$ cat src/rtl/sequence_player_if.sv
// sequence_player_if
// Groups the handshake between the Simon sequence player and its
// neighbours (game FSM / UI on one side, colour comparator on the other).
//
// Signals
//   start       game FSM -> player : 1-cycle pulse, begin a new game
//   press       UI -> player       : 1-cycle pulse, player pressed a button
//   cmp_result  comparator -> player : 01 match, 10 mismatch, else invalid
//   expected    player -> comparator : colour the press must match
//   cmp_enable  player -> comparator : 1 cycle per accepted press
//   led_on      player -> LEDs     : playback LED lit
//   led_colour  player -> LEDs     : colour being played back
//   level       player -> UI       : current sequence length
//   round_done  player -> UI       : 1-cycle pulse, round fully matched
//   game_won    player -> UI       : high while in WIN
//   game_over   player -> UI       : high while in FAIL
//
// Modports: slave = the sequence player, master = its environment.
interface sequence_player_if #(
  parameter int MAX_LEN = 16
) ();
  localparam int LVL_W = $clog2(MAX_LEN + 1);

  logic             start;
  logic             press;
  logic [1:0]       cmp_result;
  logic [1:0]       expected;
  logic             cmp_enable;
  logic             led_on;
  logic [1:0]       led_colour;
  logic [LVL_W-1:0] level;
  logic             round_done;
  logic             game_won;
  logic             game_over;

  modport slave (
    input  start, press, cmp_result,
    output expected, cmp_enable, led_on, led_colour, level,
           round_done, game_won, game_over
  );

  modport master (
    output start, press, cmp_result,
    input  expected, cmp_enable, led_on, led_colour, level,
           round_done, game_won, game_over
  );
endinterface

$ cat src/rtl/sequence_player.sv
// sequence_player
// Sequence side of the Simon game. Each round appends one pseudo-random
// colour to the stored sequence, plays the whole sequence on the LEDs, then
// presents the expected colour for every player press to the comparator and
// acts on the comparator's registered verdict (advance / next round / win /
// fail).
//
// Ports
//   clk     : system clock, all logic on posedge
//   resetn  : synchronous active-low reset
//   bus     : sequence_player_if.slave (start, press, cmp_result in;
//             expected, cmp_enable, led_on, led_colour, level,
//             round_done, game_won, game_over out)
//
// Configuration macro
//   SIMON_TIMEOUT_EN : when defined, WAIT_PRESS fails the game after
//                      TIMEOUT_TICKS idle cycles; when undefined the player
//                      may wait forever and TIMEOUT_TICKS is only range-checked.
module sequence_player #(
  parameter int         MAX_LEN       = 16,
  parameter int         TICKS_ON      = 25_000_000,
  parameter int         TICKS_OFF     = 12_500_000,
  parameter logic [7:0] SEED          = 8'hA5,
  parameter int         TIMEOUT_TICKS = 250_000_000
) (
  input logic              clk,
  input logic              resetn,
  sequence_player_if.slave bus
);

  localparam int LVL_W    = $clog2(MAX_LEN + 1);
  localparam int IDX_W    = $clog2(MAX_LEN);
  localparam int TICK_MAX = (TICKS_ON > TICKS_OFF) ? TICKS_ON : TICKS_OFF;
  localparam int CNT_W    = $clog2(TICK_MAX + 1);

  // Elaboration-time parameter sanity (an all-zero LFSR would lock up)
  if (MAX_LEN < 2 || MAX_LEN > 256) begin : g_bad_max_len
    $error("sequence_player: MAX_LEN must be 2..256");
  end
  if (SEED == 8'h00) begin : g_bad_seed
    $error("sequence_player: SEED must be nonzero");
  end
  if (TICKS_ON < 1 || TICKS_OFF < 1 || TIMEOUT_TICKS < 1) begin : g_bad_ticks
    $error("sequence_player: tick parameters must be positive");
  end

  typedef enum logic [2:0] {
    S_IDLE       = 3'd0,
    S_ADD        = 3'd1,
    S_SHOW_ON    = 3'd2,
    S_SHOW_OFF   = 3'd3,
    S_WAIT_PRESS = 3'd4,
    S_CHECK      = 3'd5,
    S_WIN        = 3'd6,
    S_FAIL       = 3'd7
  } state_t;

  state_t           state_r;
  logic [7:0]       lfsr_r;
  logic [1:0]       seq_r [MAX_LEN];
  logic [LVL_W-1:0] level_r;
  logic [IDX_W-1:0] idx_r;
  logic [CNT_W-1:0] cnt_r;
  logic             led_on_r;
  logic             round_done_r;
  logic             game_won_r;
  logic             game_over_r;
  logic [LVL_W-1:0] idx_inc_s;
  logic             timeout_hit_s;

  // idx+1 widened to level width so "more entries left" is a plain compare
  assign idx_inc_s = LVL_W'(idx_r) + LVL_W'(1);

`ifdef SIMON_TIMEOUT_EN
  localparam int TO_W = $clog2(TIMEOUT_TICKS + 1);
  logic [TO_W-1:0] tout_r;

  // Idle counter: runs only while waiting for a press, cleared otherwise
  always_ff @(posedge clk) begin
    if (!resetn) begin
      tout_r <= TO_W'(0);
    end else if (state_r != S_WAIT_PRESS || bus.press) begin
      tout_r <= TO_W'(0);
    end else begin
      tout_r <= tout_r + TO_W'(1);
    end
  end

  assign timeout_hit_s = (state_r == S_WAIT_PRESS) && (tout_r == TO_W'(TIMEOUT_TICKS - 1));
`else
  assign timeout_hit_s = 1'b0;
`endif

  // Free-running Fibonacci LFSR (x^8+x^6+x^5+x^4+1) supplying new colours
  always_ff @(posedge clk) begin
    if (!resetn) begin
      lfsr_r <= SEED;
    end else begin
      lfsr_r <= {lfsr_r[6:0], lfsr_r[7] ^ lfsr_r[5] ^ lfsr_r[4] ^ lfsr_r[3]};
    end
  end

  // Game FSM with sequence storage, playback timing and registered status outputs
  always_ff @(posedge clk) begin
    if (!resetn) begin
      state_r      <= S_IDLE;
      level_r      <= LVL_W'(0);
      idx_r        <= IDX_W'(0);
      cnt_r        <= CNT_W'(0);
      led_on_r     <= 1'b0;
      round_done_r <= 1'b0;
      game_won_r   <= 1'b0;
      game_over_r  <= 1'b0;
      for (int i = 0; i < MAX_LEN; i++) begin
        seq_r[i] <= 2'b00;
      end
    end else begin
      round_done_r <= 1'b0;
      case (state_r)
        S_IDLE, S_WIN, S_FAIL: begin
          if (bus.start) begin
            state_r     <= S_ADD;
            level_r     <= LVL_W'(0);
            idx_r       <= IDX_W'(0);
            game_won_r  <= 1'b0;
            game_over_r <= 1'b0;
          end
        end
        S_ADD: begin
          // level < MAX_LEN is guaranteed here, so the low bits address the array
          seq_r[level_r[IDX_W-1:0]] <= lfsr_r[1:0];
          level_r                   <= level_r + LVL_W'(1);
          idx_r                     <= IDX_W'(0);
          cnt_r                     <= CNT_W'(0);
          led_on_r                  <= 1'b1;
          state_r                   <= S_SHOW_ON;
        end
        S_SHOW_ON: begin
          if (cnt_r == CNT_W'(TICKS_ON - 1)) begin
            cnt_r    <= CNT_W'(0);
            led_on_r <= 1'b0;
            state_r  <= S_SHOW_OFF;
          end else begin
            cnt_r <= cnt_r + CNT_W'(1);
          end
        end
        S_SHOW_OFF: begin
          if (cnt_r == CNT_W'(TICKS_OFF - 1)) begin
            cnt_r <= CNT_W'(0);
            if (idx_inc_s < level_r) begin
              idx_r    <= idx_r + IDX_W'(1);
              led_on_r <= 1'b1;
              state_r  <= S_SHOW_ON;
            end else begin
              idx_r   <= IDX_W'(0);
              state_r <= S_WAIT_PRESS;
            end
          end else begin
            cnt_r <= cnt_r + CNT_W'(1);
          end
        end
        S_WAIT_PRESS: begin
          if (bus.press) begin
            state_r <= S_CHECK;
          end else if (timeout_hit_s) begin
            game_over_r <= 1'b1;
            state_r     <= S_FAIL;
          end else begin
            state_r <= S_WAIT_PRESS;
          end
        end
        S_CHECK: begin
          // Comparator output is registered, so it is valid one cycle after the press
          if (bus.cmp_result == 2'b01) begin
            if (idx_inc_s < level_r) begin
              idx_r   <= idx_r + IDX_W'(1);
              state_r <= S_WAIT_PRESS;
            end else if (level_r < LVL_W'(MAX_LEN)) begin
              round_done_r <= 1'b1;
              state_r      <= S_ADD;
            end else begin
              game_won_r <= 1'b1;
              state_r    <= S_WIN;
            end
          end else begin
            game_over_r <= 1'b1;
            state_r     <= S_FAIL;
          end
        end
        default: begin
          state_r <= S_IDLE;
        end
      endcase
    end
  end

  assign bus.cmp_enable = (state_r == S_WAIT_PRESS) && bus.press;
  assign bus.expected   = (state_r == S_IDLE) ? 2'b00 : seq_r[idx_r];
  assign bus.led_on     = led_on_r;
  assign bus.led_colour = led_on_r ? seq_r[idx_r] : 2'b00;
  assign bus.level      = level_r;
  assign bus.round_done = round_done_r;
  assign bus.game_won   = game_won_r;
  assign bus.game_over  = game_over_r;

endmodule

$ cat src/flat_wrapper.sv
// flat-port wrapper written by rule: the top's interface ports become plain ports
module sequence_player_flat 
#(
  parameter int         MAX_LEN       = 16,
  parameter int         TICKS_ON      = 25_000_000,
  parameter int         TICKS_OFF     = 12_500_000,
  parameter logic [7:0] SEED          = 8'hA5,
  parameter int         TIMEOUT_TICKS = 250_000_000
)
  (clk, resetn, bus_start, bus_press, bus_cmp_result, bus_expected, bus_cmp_enable, bus_led_on, bus_led_colour, bus_level, bus_round_done, bus_game_won, bus_game_over);
  sequence_player_if #(.MAX_LEN(MAX_LEN)) bus_i ();
  input logic clk;
  input logic resetn;
  input wire logic [$bits(bus_i.start)-1:0] bus_start;
  input wire logic [$bits(bus_i.press)-1:0] bus_press;
  input wire logic [$bits(bus_i.cmp_result)-1:0] bus_cmp_result;
  output wire logic [$bits(bus_i.expected)-1:0] bus_expected;
  output wire logic [$bits(bus_i.cmp_enable)-1:0] bus_cmp_enable;
  output wire logic [$bits(bus_i.led_on)-1:0] bus_led_on;
  output wire logic [$bits(bus_i.led_colour)-1:0] bus_led_colour;
  output wire logic [$bits(bus_i.level)-1:0] bus_level;
  output wire logic [$bits(bus_i.round_done)-1:0] bus_round_done;
  output wire logic [$bits(bus_i.game_won)-1:0] bus_game_won;
  output wire logic [$bits(bus_i.game_over)-1:0] bus_game_over;
  assign bus_i.start = bus_start;
  assign bus_i.press = bus_press;
  assign bus_i.cmp_result = bus_cmp_result;
  assign bus_expected = bus_i.expected;
  assign bus_cmp_enable = bus_i.cmp_enable;
  assign bus_led_on = bus_i.led_on;
  assign bus_led_colour = bus_i.led_colour;
  assign bus_level = bus_i.level;
  assign bus_round_done = bus_i.round_done;
  assign bus_game_won = bus_i.game_won;
  assign bus_game_over = bus_i.game_over;
  sequence_player #(.MAX_LEN(MAX_LEN), .TICKS_ON(TICKS_ON), .TICKS_OFF(TICKS_OFF), .SEED(SEED), .TIMEOUT_TICKS(TIMEOUT_TICKS)) u_core (.clk(clk), .resetn(resetn), .bus(bus_i));
endmodule
$ cat config.mk
export PLATFORM = sky130hd
export DESIGN_NAME = sequence_player_flat
export DESIGN_NICKNAME = d
export VERILOG_FILES = /design/src/rtl/sequence_player_if.sv /design/src/rtl/sequence_player.sv /design/src/flat_wrapper.sv
export SDC_FILE = /design/constraint.sdc
export NUM_CORES = 1
export LEC_CHECK = 0
export CAP_MARGIN = 15
export CELL_PAD_IN_SITES_DETAIL_PLACEMENT = 1
export CELL_PAD_IN_SITES_GLOBAL_PLACEMENT = 1
export CORE_UTILIZATION = 25
export DETAILED_ROUTE_END_ITERATION = 6
export PLACE_DENSITY_LB_ADDON = 0.1
export SYNTH_ARGS = -nofsm -noshare
export SYNTH_HDL_FRONTEND = slang
export SYNTH_SLANG_ARGS = --single-unit
$ cat constraint.sdc
create_clock -name clk -period 7.25 [get_ports clk]
set_clock_uncertainty 0.15 [all_clocks]
set_input_delay 1.45 -clock clk [delete_from_list [all_inputs] [get_ports clk]]
set_output_delay 1.45 -clock clk [all_outputs]
set_load 0.02 [all_outputs]
==> results of run 1 <==
[stage by stage]
stage | power [mW] | cell area (um2) | worst slack [ns]
after floorplan | 0.628 | 4380 | 3.69
after global placement | 0.681 | 4780 | 2.98
after detailed placement | 0.684 | 4780 | 2.97
after CTS | 1.14 | 5050 | 2.84
after global routing | 1.17 | 5050 | 2.74
final | 1.11 | 5050 | 2.89
[final cells by class]
cell class / instances / area [um2] / share of cell area
multi-input cells: 334 / 2200 / 0.436
flip-flops and latches: 85 / 2020 / 0.400
well taps: 225 / 282 / 0.0557
clock buffers: 10 / 229 / 0.0453
repair buffers: 23 / 215 / 0.0426
inverters: 15 / 56.3 / 0.0111
clock inverters: 6 / 48.8 / 0.00966
[registers in the layout, indices dropped and copies added, names as in the netlist, named ones only]
signal                 count
u_core.bus.level           5
u_core.bus.game_over       1
u_core.lfsr_r              8
u_core.cnt_r              25
u_core.state_r             3
u_core.seq_r              32
u_core.bus.game_won        1
u_core.bus.round_done      1
u_core.idx_r               4
u_core.bus.led_on          1
[cell families (layout without fill, tap and decap cells)]
family	after synthesis	after routing
fa+ha+maj	10	10
compound gates	68	68
xor+xnor	23	23
simple gates	223	223
mux	10	10
flops	85	85
buf+inv	41	54
[worst max path at each step]
stage               startpoint                 to  slack, ns  cells past startpoint
floorplan                 flop  bus_led_colour[0]       3.69                      4
global placement     bus_press     bus_cmp_enable       2.98                      3
detailed placement   bus_press     bus_cmp_enable       2.97                      3
CTS                       flop  bus_led_colour[0]       2.84                      4
global route              flop  bus_led_colour[0]       2.74                      4
finish                    flop  bus_led_colour[0]       2.89                      4
[power by group through the flow]
stage                     registers (mW)  clock network [mW]  logic [mW]
final                              0.541               0.444       0.130
after CTS                          0.541               0.462       0.132
after global routing               0.544               0.483       0.144
after detailed placement           0.552                   0       0.132
after global placement             0.552                   0       0.129
after floorplan                    0.534                   0      0.0936
[metal layers]
layer / up-vias / share of wire / track usage
met5: - / 0 / 0
met4: 0 / 0.013 / 0.0524
met3: 9 / 0.024 / 0.0283
met2: 37 / 0.45 / 0.230
met1: 1732 / 0.51 / 0.205
li1: 1691 / - / -
[synthesized netlist by cell type (3+ instances only)]
cell type and instances:
sky130_fd_sc_hd__a211oi_1 4, sky130_fd_sc_hd__a21oi_1 14, sky130_fd_sc_hd__and2_1 8, sky130_fd_sc_hd__and3_1 32
sky130_fd_sc_hd__clkbuf_1 24, sky130_fd_sc_hd__dfxtp_1 53, sky130_fd_sc_hd__edfxtp_1 32, sky130_fd_sc_hd__ha_1 10
sky130_fd_sc_hd__inv_1 15, sky130_fd_sc_hd__mux4_2 10, sky130_fd_sc_hd__nand2_1 60, sky130_fd_sc_hd__nand2b_1 5
sky130_fd_sc_hd__nand3_1 16, sky130_fd_sc_hd__nand4_1 11, sky130_fd_sc_hd__nor2_1 41, sky130_fd_sc_hd__nor2b_1 7
sky130_fd_sc_hd__nor3_1 10, sky130_fd_sc_hd__nor3b_1 3, sky130_fd_sc_hd__nor4_1 10, sky130_fd_sc_hd__o21a_1 3
sky130_fd_sc_hd__o21ai_0 17, sky130_fd_sc_hd__o22ai_1 3, sky130_fd_sc_hd__or3_1 5, sky130_fd_sc_hd__xnor2_1 13
sky130_fd_sc_hd__xor2_1 10
[worst max-delay path, delay by kind of cell, from the launching register on]
kind,cells,cell delay [ns]
buffers and inverters,1,0.53
DFF,1,0.63
muxes,2,1.09
and+or+nand+nor,1,0.18
==> metrics.txt, run 1 <==
# TYPE chip_impl_metric gauge
chip_impl_metric{name="synthDominantCellAreaShare",unit=""} 0.242
chip_impl_metric{name="ys_seq_elements",unit=""} 85
chip_impl_metric{name="fin_hold_ws",unit="ns"} 0.268
chip_impl_metric{name="synth_fp_nets",unit=""} 476
chip_impl_info{name="path_cells",value="mux4_2, mux4_2, and2_1, clkdlybuf4s50_1"} 1
chip_impl_metric{name="fillCellCount",unit=""} 2003
chip_impl_metric{name="yosysWarnings",unit=""} 0
chip_impl_metric{name="remaining_drc_errors",unit=""} 0
chip_impl_metric{name="route.detailed.wl_per_inst",unit="um"} 18.0
chip_impl_metric{name="crit_fanout",unit=""} 8
chip_impl_metric{name="first_global_vias",unit=""} 3555
chip_impl_info{name="critical_path.reg2reg.startpoint",value="u_core.bus.level[2]$_SDFFE_PN0P_"} 1
chip_impl_metric{name="htreeDepth",unit=""} 3
chip_impl_metric{name="drive_gt1_frac",unit=""} 0.0803
chip_impl_metric{name="drt_pass1_iterations",unit=""} 4
chip_impl_metric{name="worst_relative_slew_slack",unit=""} 0.373
chip_impl_metric{name="clkPwrFrac",unit=""} 0.399
chip_impl_metric{name="port-buffer-count",unit=""} 19
chip_impl_metric{name="fp.coreArea",unit="um2"} 17200
chip_impl_metric{name="die_width",unit="um"} 134
chip_impl_metric{name="setup.reg_to_reg.worst_slack",unit="ns"} 3.71
chip_impl_info{name="layout_commonest_cell",value="sky130_fd_sc_hd__nand2_1"} 1
chip_impl_metric{name="clock-sinks",unit=""} 85
chip_impl_metric{name="synth.yosys.seq_area_share",unit=""} 0.461
chip_impl_metric{name="placementRows",unit=""} 48
chip_impl_info{name="cp_common_cell",value="sky130_fd_sc_hd__mux4_2"} 1
chip_impl_metric{name="yosys-mux-area-fraction",unit=""} 0.0514
chip_impl_metric{name="worst_path_largest_cell_delay",unit="ns"} 0.63
chip_impl_metric{name="postSynth.asyncResetShare",unit=""} 0
chip_impl_metric{name="synthXorXnorAreaFrac",unit=""} 0.0460
chip_impl_metric{name="net_count_reported_at_finish",unit=""} 484
chip_impl_metric{name="drv_slew",unit=""} 0
chip_impl_metric{name="die_height",unit="um"} 134
chip_impl_info{name="rsz0062_at_grt",value="no"} 1
chip_impl_info{name="most-common-layout-cells",value="60 x sky130_fd_sc_hd__nand2_1, 53 x sky130_fd_sc_hd__dfxtp_1, 41 x sky130_fd_sc_hd__nor2_1"} 1
chip_impl_metric{name="place_congestion",unit=""} 0.773
chip_impl_metric{name="postCtsHoldBufs",unit=""} 0
chip_impl_metric{name="worst_ir_drop_vdd",unit="V"} 0.000111
chip_impl_metric{name="cellInternalPower",unit="mW"} 0.798
chip_impl_metric{name="cts.reportedPaths.clkPinSlew",unit="ns"} 0.07
chip_impl_metric{name="instances_no_fill",unit=""} 698
chip_impl_metric{name="power_per_unit_of_standard_cell_area",unit="nW/um2"} 221
chip_impl_metric{name="vias",unit=""} 3469
chip_impl_metric{name="post_synth_fa_ha_maj_area_fraction",unit=""} 0.0286
chip_impl_metric{name="cp_data_required_time",unit="ns"} 5.65
chip_impl_metric{name="utilization",unit=""} 0.294
chip_impl_metric{name="finalHoldViolCount",unit=""} 0
chip_impl_metric{name="area.growth.synth_to_final",unit="%"} 15.3
chip_impl_metric{name="placed_instance_count",unit=""} 682
chip_impl_info{name="worstHoldEndpoint",value="u_core.lfsr_r[7]$_SDFF_PN1_"} 1
chip_impl_metric{name="numCtsBuffers",unit=""} 9
chip_impl_info{name="crit_type",value="flop to primary output"} 1
chip_impl_metric{name="floorplan.initialDensity",unit=""} 0.255
chip_impl_info{name="synth_top_family_by_area",value="simple AND/OR/NAND/NOR gates"} 1
chip_impl_metric{name="synth_enable_flop_cells",unit=""} 32
chip_impl_metric{name="synth.distinct_cells",unit=""} 60
chip_impl_info{name="synthDominantAreaCellType",value="sky130_fd_sc_hd__dfxtp_1"} 1
chip_impl_metric{name="antenna_cells_inserted",unit=""} 0
chip_impl_metric{name="global_route.usage.total",unit=""} 0.148
chip_impl_metric{name="cts_buffer_depth",unit=""} 2
chip_impl_metric{name="timing.critical_path.arrival",unit="ns"} 2.76
chip_impl_info{name="slowest_stage",value="sky130_fd_sc_hd__dfxtp_1"} 1
chip_impl_info{name="hold_path_class",value="flop to flop"} 1
chip_impl_metric{name="grt_start_max_net_pins",unit=""} 34
chip_impl_metric{name="number_of_antenna_violations_at_the_first_check_in_global_routing",unit=""} 0
chip_impl_metric{name="place_hpwl",unit="um"} 9070
chip_impl_metric{name="postCtsSetupRepairBufs",unit=""} 0
chip_impl_metric{name="setup_total_negative_slack",unit="ns"} 0
chip_impl_info{name="hold_path_startpoint",value="u_core.lfsr_r[6]$_SDFF_PN0_"} 1
chip_impl_metric{name="cts_resized",unit=""} 0
chip_impl_metric{name="antenna_left",unit=""} 0
chip_impl_metric{name="synth_compound_gate_area_share",unit=""} 0.108
chip_impl_metric{name="vias_per_cell",unit=""} 4.97
chip_impl_metric{name="finalCriticalPeriod",unit="ns"} 4.36
chip_impl_metric{name="fp.dieArea",unit="um2"} 18100
chip_impl_metric{name="first_iter_violations",unit=""} 140
chip_impl_metric{name="seqPwrFrac",unit=""} 0.485
chip_impl_info{name="cts_root_buf",value="sky130_fd_sc_hd__clkbuf_16"} 1
chip_impl_metric{name="p_leak",unit="nW"} 1.76
chip_impl_metric{name="worst_slew_pin_slew",unit="ns"} 0.941
chip_impl_metric{name="globalRoute.totalOverflow",unit=""} 0
chip_impl_metric{name="avgSynthCellArea",unit="um2"} 9.53
chip_impl_metric{name="psw",unit="mW"} 0.316
chip_impl_metric{name="clk_latency",unit="ns"} 0.34
chip_impl_metric{name="syn-instance-count",unit=""} 460
chip_impl_metric{name="global_route_wire_length_before_repair",unit="um"} 20300
chip_impl_info{name="outcome",value="complete, no violations"} 1
chip_impl_metric{name="worstHoldPathCells",unit=""} 1
chip_impl_info{name="endpoint_kind",value="primary output"} 1
chip_impl_metric{name="wl",unit="um"} 12600
chip_impl_info{name="tritoncts",value="yes"} 1
chip_impl_metric{name="netlist_area_before_placement",unit="um2"} 4380
chip_impl_metric{name="final.period_utilization",unit=""} 0.602
chip_impl_metric{name="yosys.area_share.simple",unit=""} 0.268
chip_impl_metric{name="sw_frac_of_total",unit=""} 0.284
chip_impl_metric{name="maxCapViolations",unit=""} 0
chip_impl_metric{name="io_pins",unit=""} 20
chip_impl_info{name="synth.top_cells.by_area",value="sky130_fd_sc_hd__dfxtp_1 24%, sky130_fd_sc_hd__edfxtp_1 22%, sky130_fd_sc_hd__mux4_2 5.1%"} 1
chip_impl_metric{name="clock.fmax",unit="GHz"} 0.229
chip_impl_info{name="synth_top_flop_cell",value="sky130_fd_sc_hd__dfxtp_1"} 1
chip_impl_info{name="start_kind",value="flop"} 1
chip_impl_metric{name="comb_power_share",unit=""} 0.116
chip_impl_metric{name="reg2regPathDepth",unit=""} 7
chip_impl_metric{name="final-setup-viol-count",unit=""} 0
No activity file was read; power rests on OpenSTA's default activity.
==> run 2: changes to the inputs <==
- clock period: 7.25 -> 4.2 ns (I/O delays scaled with it)
==> run 2 against run 1 <==
Net effect: worst setup slack lost 2.4 ns; clock power grew 96%; first-iteration DRC count shrank 2.9%; sequential share of layout area shrank 0.43 points; non-clock buffer count grew 2; largest cell class unchanged.
==> metrics.txt, run 2 (same netlist as run 1, synthesis figures left out) <==
# TYPE chip_impl_metric gauge
chip_impl_info{name="rsz0062_at_grt",value="no"} 1
chip_impl_metric{name="final-setup-viol-count",unit=""} 0
chip_impl_metric{name="worst_ir_drop_vdd",unit="V"} 0.000202
chip_impl_metric{name="place_hpwl",unit="um"} 9130
chip_impl_info{name="largest_register",value="u_core.seq_r"} 1
chip_impl_info{name="start_kind",value="flop"} 1
chip_impl_metric{name="number_of_antenna_violations_at_the_first_check_in_global_routing",unit=""} 0
chip_impl_metric{name="crit_fanout",unit=""} 8
chip_impl_metric{name="setup.reg_to_reg.worst_slack",unit="ns"} 1.15
chip_impl_metric{name="vias",unit=""} 3443
chip_impl_metric{name="grt_start_max_net_pins",unit=""} 29
chip_impl_info{name="worstHoldEndpoint",value="u_core.lfsr_r[7]$_SDFF_PN1_"} 1
chip_impl_metric{name="placed_instance_count",unit=""} 684
chip_impl_metric{name="globalRoute.totalOverflow",unit=""} 0
chip_impl_metric{name="p_leak",unit="nW"} 1.79
chip_impl_metric{name="global_route_wire_length_before_repair",unit="um"} 20300
chip_impl_info{name="layout_commonest_cell",value="sky130_fd_sc_hd__nand2_1"} 1
chip_impl_metric{name="worst_slew_pin_slew",unit="ns"} 0.833
chip_impl_metric{name="utilization",unit=""} 0.297
chip_impl_metric{name="maxCapViolations",unit=""} 0
chip_impl_metric{name="clk_latency",unit="ns"} 0.35
chip_impl_metric{name="postCtsHoldBufs",unit=""} 0
chip_impl_metric{name="vias_per_cell",unit=""} 4.92
chip_impl_metric{name="place_congestion",unit=""} 0.782
chip_impl_metric{name="route.detailed.wl_per_inst",unit="um"} 17.8
chip_impl_metric{name="fillCellCount",unit=""} 2011
chip_impl_metric{name="finalHoldViolCount",unit=""} 0
chip_impl_metric{name="drv_slew",unit=""} 0
chip_impl_metric{name="instances_no_fill",unit=""} 700
chip_impl_metric{name="remaining_drc_errors",unit=""} 0
chip_impl_metric{name="antenna_cells_inserted",unit=""} 0
chip_impl_metric{name="fp.coreArea",unit="um2"} 17200
chip_impl_info{name="most-common-layout-cells",value="60 x sky130_fd_sc_hd__nand2_1, 53 x sky130_fd_sc_hd__dfxtp_1, 41 x sky130_fd_sc_hd__nor2_1"} 1
chip_impl_metric{name="io_pins",unit=""} 20
chip_impl_info{name="r2r_end",value="u_core.idx_r[0]$_SDFFE_PN0N_"} 1
chip_impl_metric{name="net_count_reported_at_finish",unit=""} 486
chip_impl_metric{name="global_route.usage.total",unit=""} 0.148
chip_impl_metric{name="drt_pass1_iterations",unit=""} 4
chip_impl_metric{name="cts_resized",unit=""} 0
chip_impl_info{name="endpoint_kind",value="primary output"} 1
chip_impl_metric{name="finalCriticalPeriod",unit="ns"} 3.73
chip_impl_metric{name="antenna_left",unit=""} 0
chip_impl_metric{name="floorplan.initialDensity",unit=""} 0.255
chip_impl_metric{name="largest_register_ffs",unit=""} 32
chip_impl_metric{name="die_height",unit="um"} 134
chip_impl_metric{name="placementRows",unit=""} 48
chip_impl_metric{name="die_width",unit="um"} 134
chip_impl_info{name="outcome",value="complete, no violations"} 1
chip_impl_metric{name="postCtsSetupRepairBufs",unit=""} 0
chip_impl_info{name="cts_root_buf",value="sky130_fd_sc_hd__clkbuf_16"} 1
chip_impl_metric{name="final.period_utilization",unit=""} 0.889
chip_impl_metric{name="cts.reportedPaths.clkPinSlew",unit="ns"} 0.07
chip_impl_info{name="crit_type",value="flop to primary output"} 1
chip_impl_metric{name="drive_gt1_frac",unit=""} 0.0842
chip_impl_metric{name="worst_relative_slew_slack",unit=""} 0.445
chip_impl_metric{name="post-layout-total-power",unit="mW"} 2.03
chip_impl_info{name="critical_path.reg2reg.startpoint",value="u_core.bus.level[2]$_SDFFE_PN0P_"} 1
chip_impl_info{name="hold_path_class",value="flop to flop"} 1
chip_impl_info{name="tritoncts",value="yes"} 1
chip_impl_metric{name="clock-sinks",unit=""} 85
chip_impl_metric{name="fin_area",unit="um2"} 5110
chip_impl_metric{name="htreeDepth",unit=""} 3
chip_impl_metric{name="cp_data_required_time",unit="ns"} 3.21
chip_impl_info{name="registers_with_the_most_flip_flops",value="u_core.seq_r x32, u_core.cnt_r x25, u_core.lfsr_r x8"} 1
chip_impl_metric{name="reg2regPathDepth",unit=""} 8
chip_impl_metric{name="post_dp_cell_area",unit="um2"} 4790
chip_impl_metric{name="power_per_unit_of_standard_cell_area",unit="nW/um2"} 398
chip_impl_metric{name="area.growth.synth_to_final",unit="%"} 16.6
chip_impl_metric{name="numCtsBuffers",unit=""} 9
chip_impl_metric{name="first_global_vias",unit=""} 3521
chip_impl_metric{name="wl",unit="um"} 12500
chip_impl_metric{name="cts_buffer_depth",unit=""} 2
chip_impl_metric{name="setup_total_negative_slack",unit="ns"} 0
chip_impl_metric{name="worstHoldPathCells",unit=""} 1
chip_impl_metric{name="fp.dieArea",unit="um2"} 18100
chip_impl_metric{name="clock.fmax",unit="GHz"} 0.268
chip_impl_metric{name="port-buffer-count",unit=""} 19
chip_impl_metric{name="first_iter_violations",unit=""} 136
chip_impl_info{name="hold_path_startpoint",value="u_core.lfsr_r[6]$_SDFF_PN0_"} 1
chip_impl_metric{name="timing.critical_path.arrival",unit="ns"} 2.74
run 2: final cells by class:
type,instances,area (um2),share of cell area
multi-input cells,334,2200,0.431
flip-flops and latches,85,2020,0.396
well taps,225,282,0.0551
repair buffers,25,230,0.0451
clock buffers,10,229,0.0448
clock inverters,6,88.8,0.0174
inverters,15,56.3,0.0110
run 2: per-layer routing:
layer  vias to the layer above  share of wire  track usage
met2                        44           0.45        0.229
li1                       1698              -            -
met5                         -              0            0
met3                        14          0.023       0.0257
met1                      1687           0.51        0.204
met4                         0          0.015       0.0581
run 2: how the worst max path moves through the flow:
stage | depth (start not counted) | end | start
4_1_cts | 4 | bus_expected[0] | flop
3_5_place_dp | 4 | bus_expected[0] | flop
2_1_floorplan | 8 | flop | u_core.bus.level[2]$_SDFFE_PN0P_
3_3_place_gp | 4 | bus_expected[1] | flop
5_1_grt | 4 | bus_expected[1] | flop
6_report | 4 | bus_expected[1] | flop
run 2: report_power, final:
group / leakage (nW) / switching [mW] / internal (mW) / total, mW
clock network: 0.150 / 0.350 / 0.522 / 0.872
logic: 0.878 / 0.137 / 0.0890 / 0.226
registers: 0.761 / 0.0493 / 0.885 / 0.934
run 2: worst max-delay path, stage by stage, from the launching register on:
cell                              delay, ns
sky130_fd_sc_hd__dfxtp_1               0.63
sky130_fd_sc_hd__mux4_2                0.57
sky130_fd_sc_hd__mux4_2                0.47
sky130_fd_sc_hd__nor2b_1               0.15
sky130_fd_sc_hd__clkdlybuf4s50_1       0.56
run 2: per-stage QoR:
stage | hold WS (ns) | setup slack, ns
floorplan | 0.236 | 1.19
global placement | 0.241 | 0.885
detailed placement | 0.264 | 0.812
CTS | 0.279 | 0.433
global route | 0.304 | 0.312
finish | 0.274 | 0.467
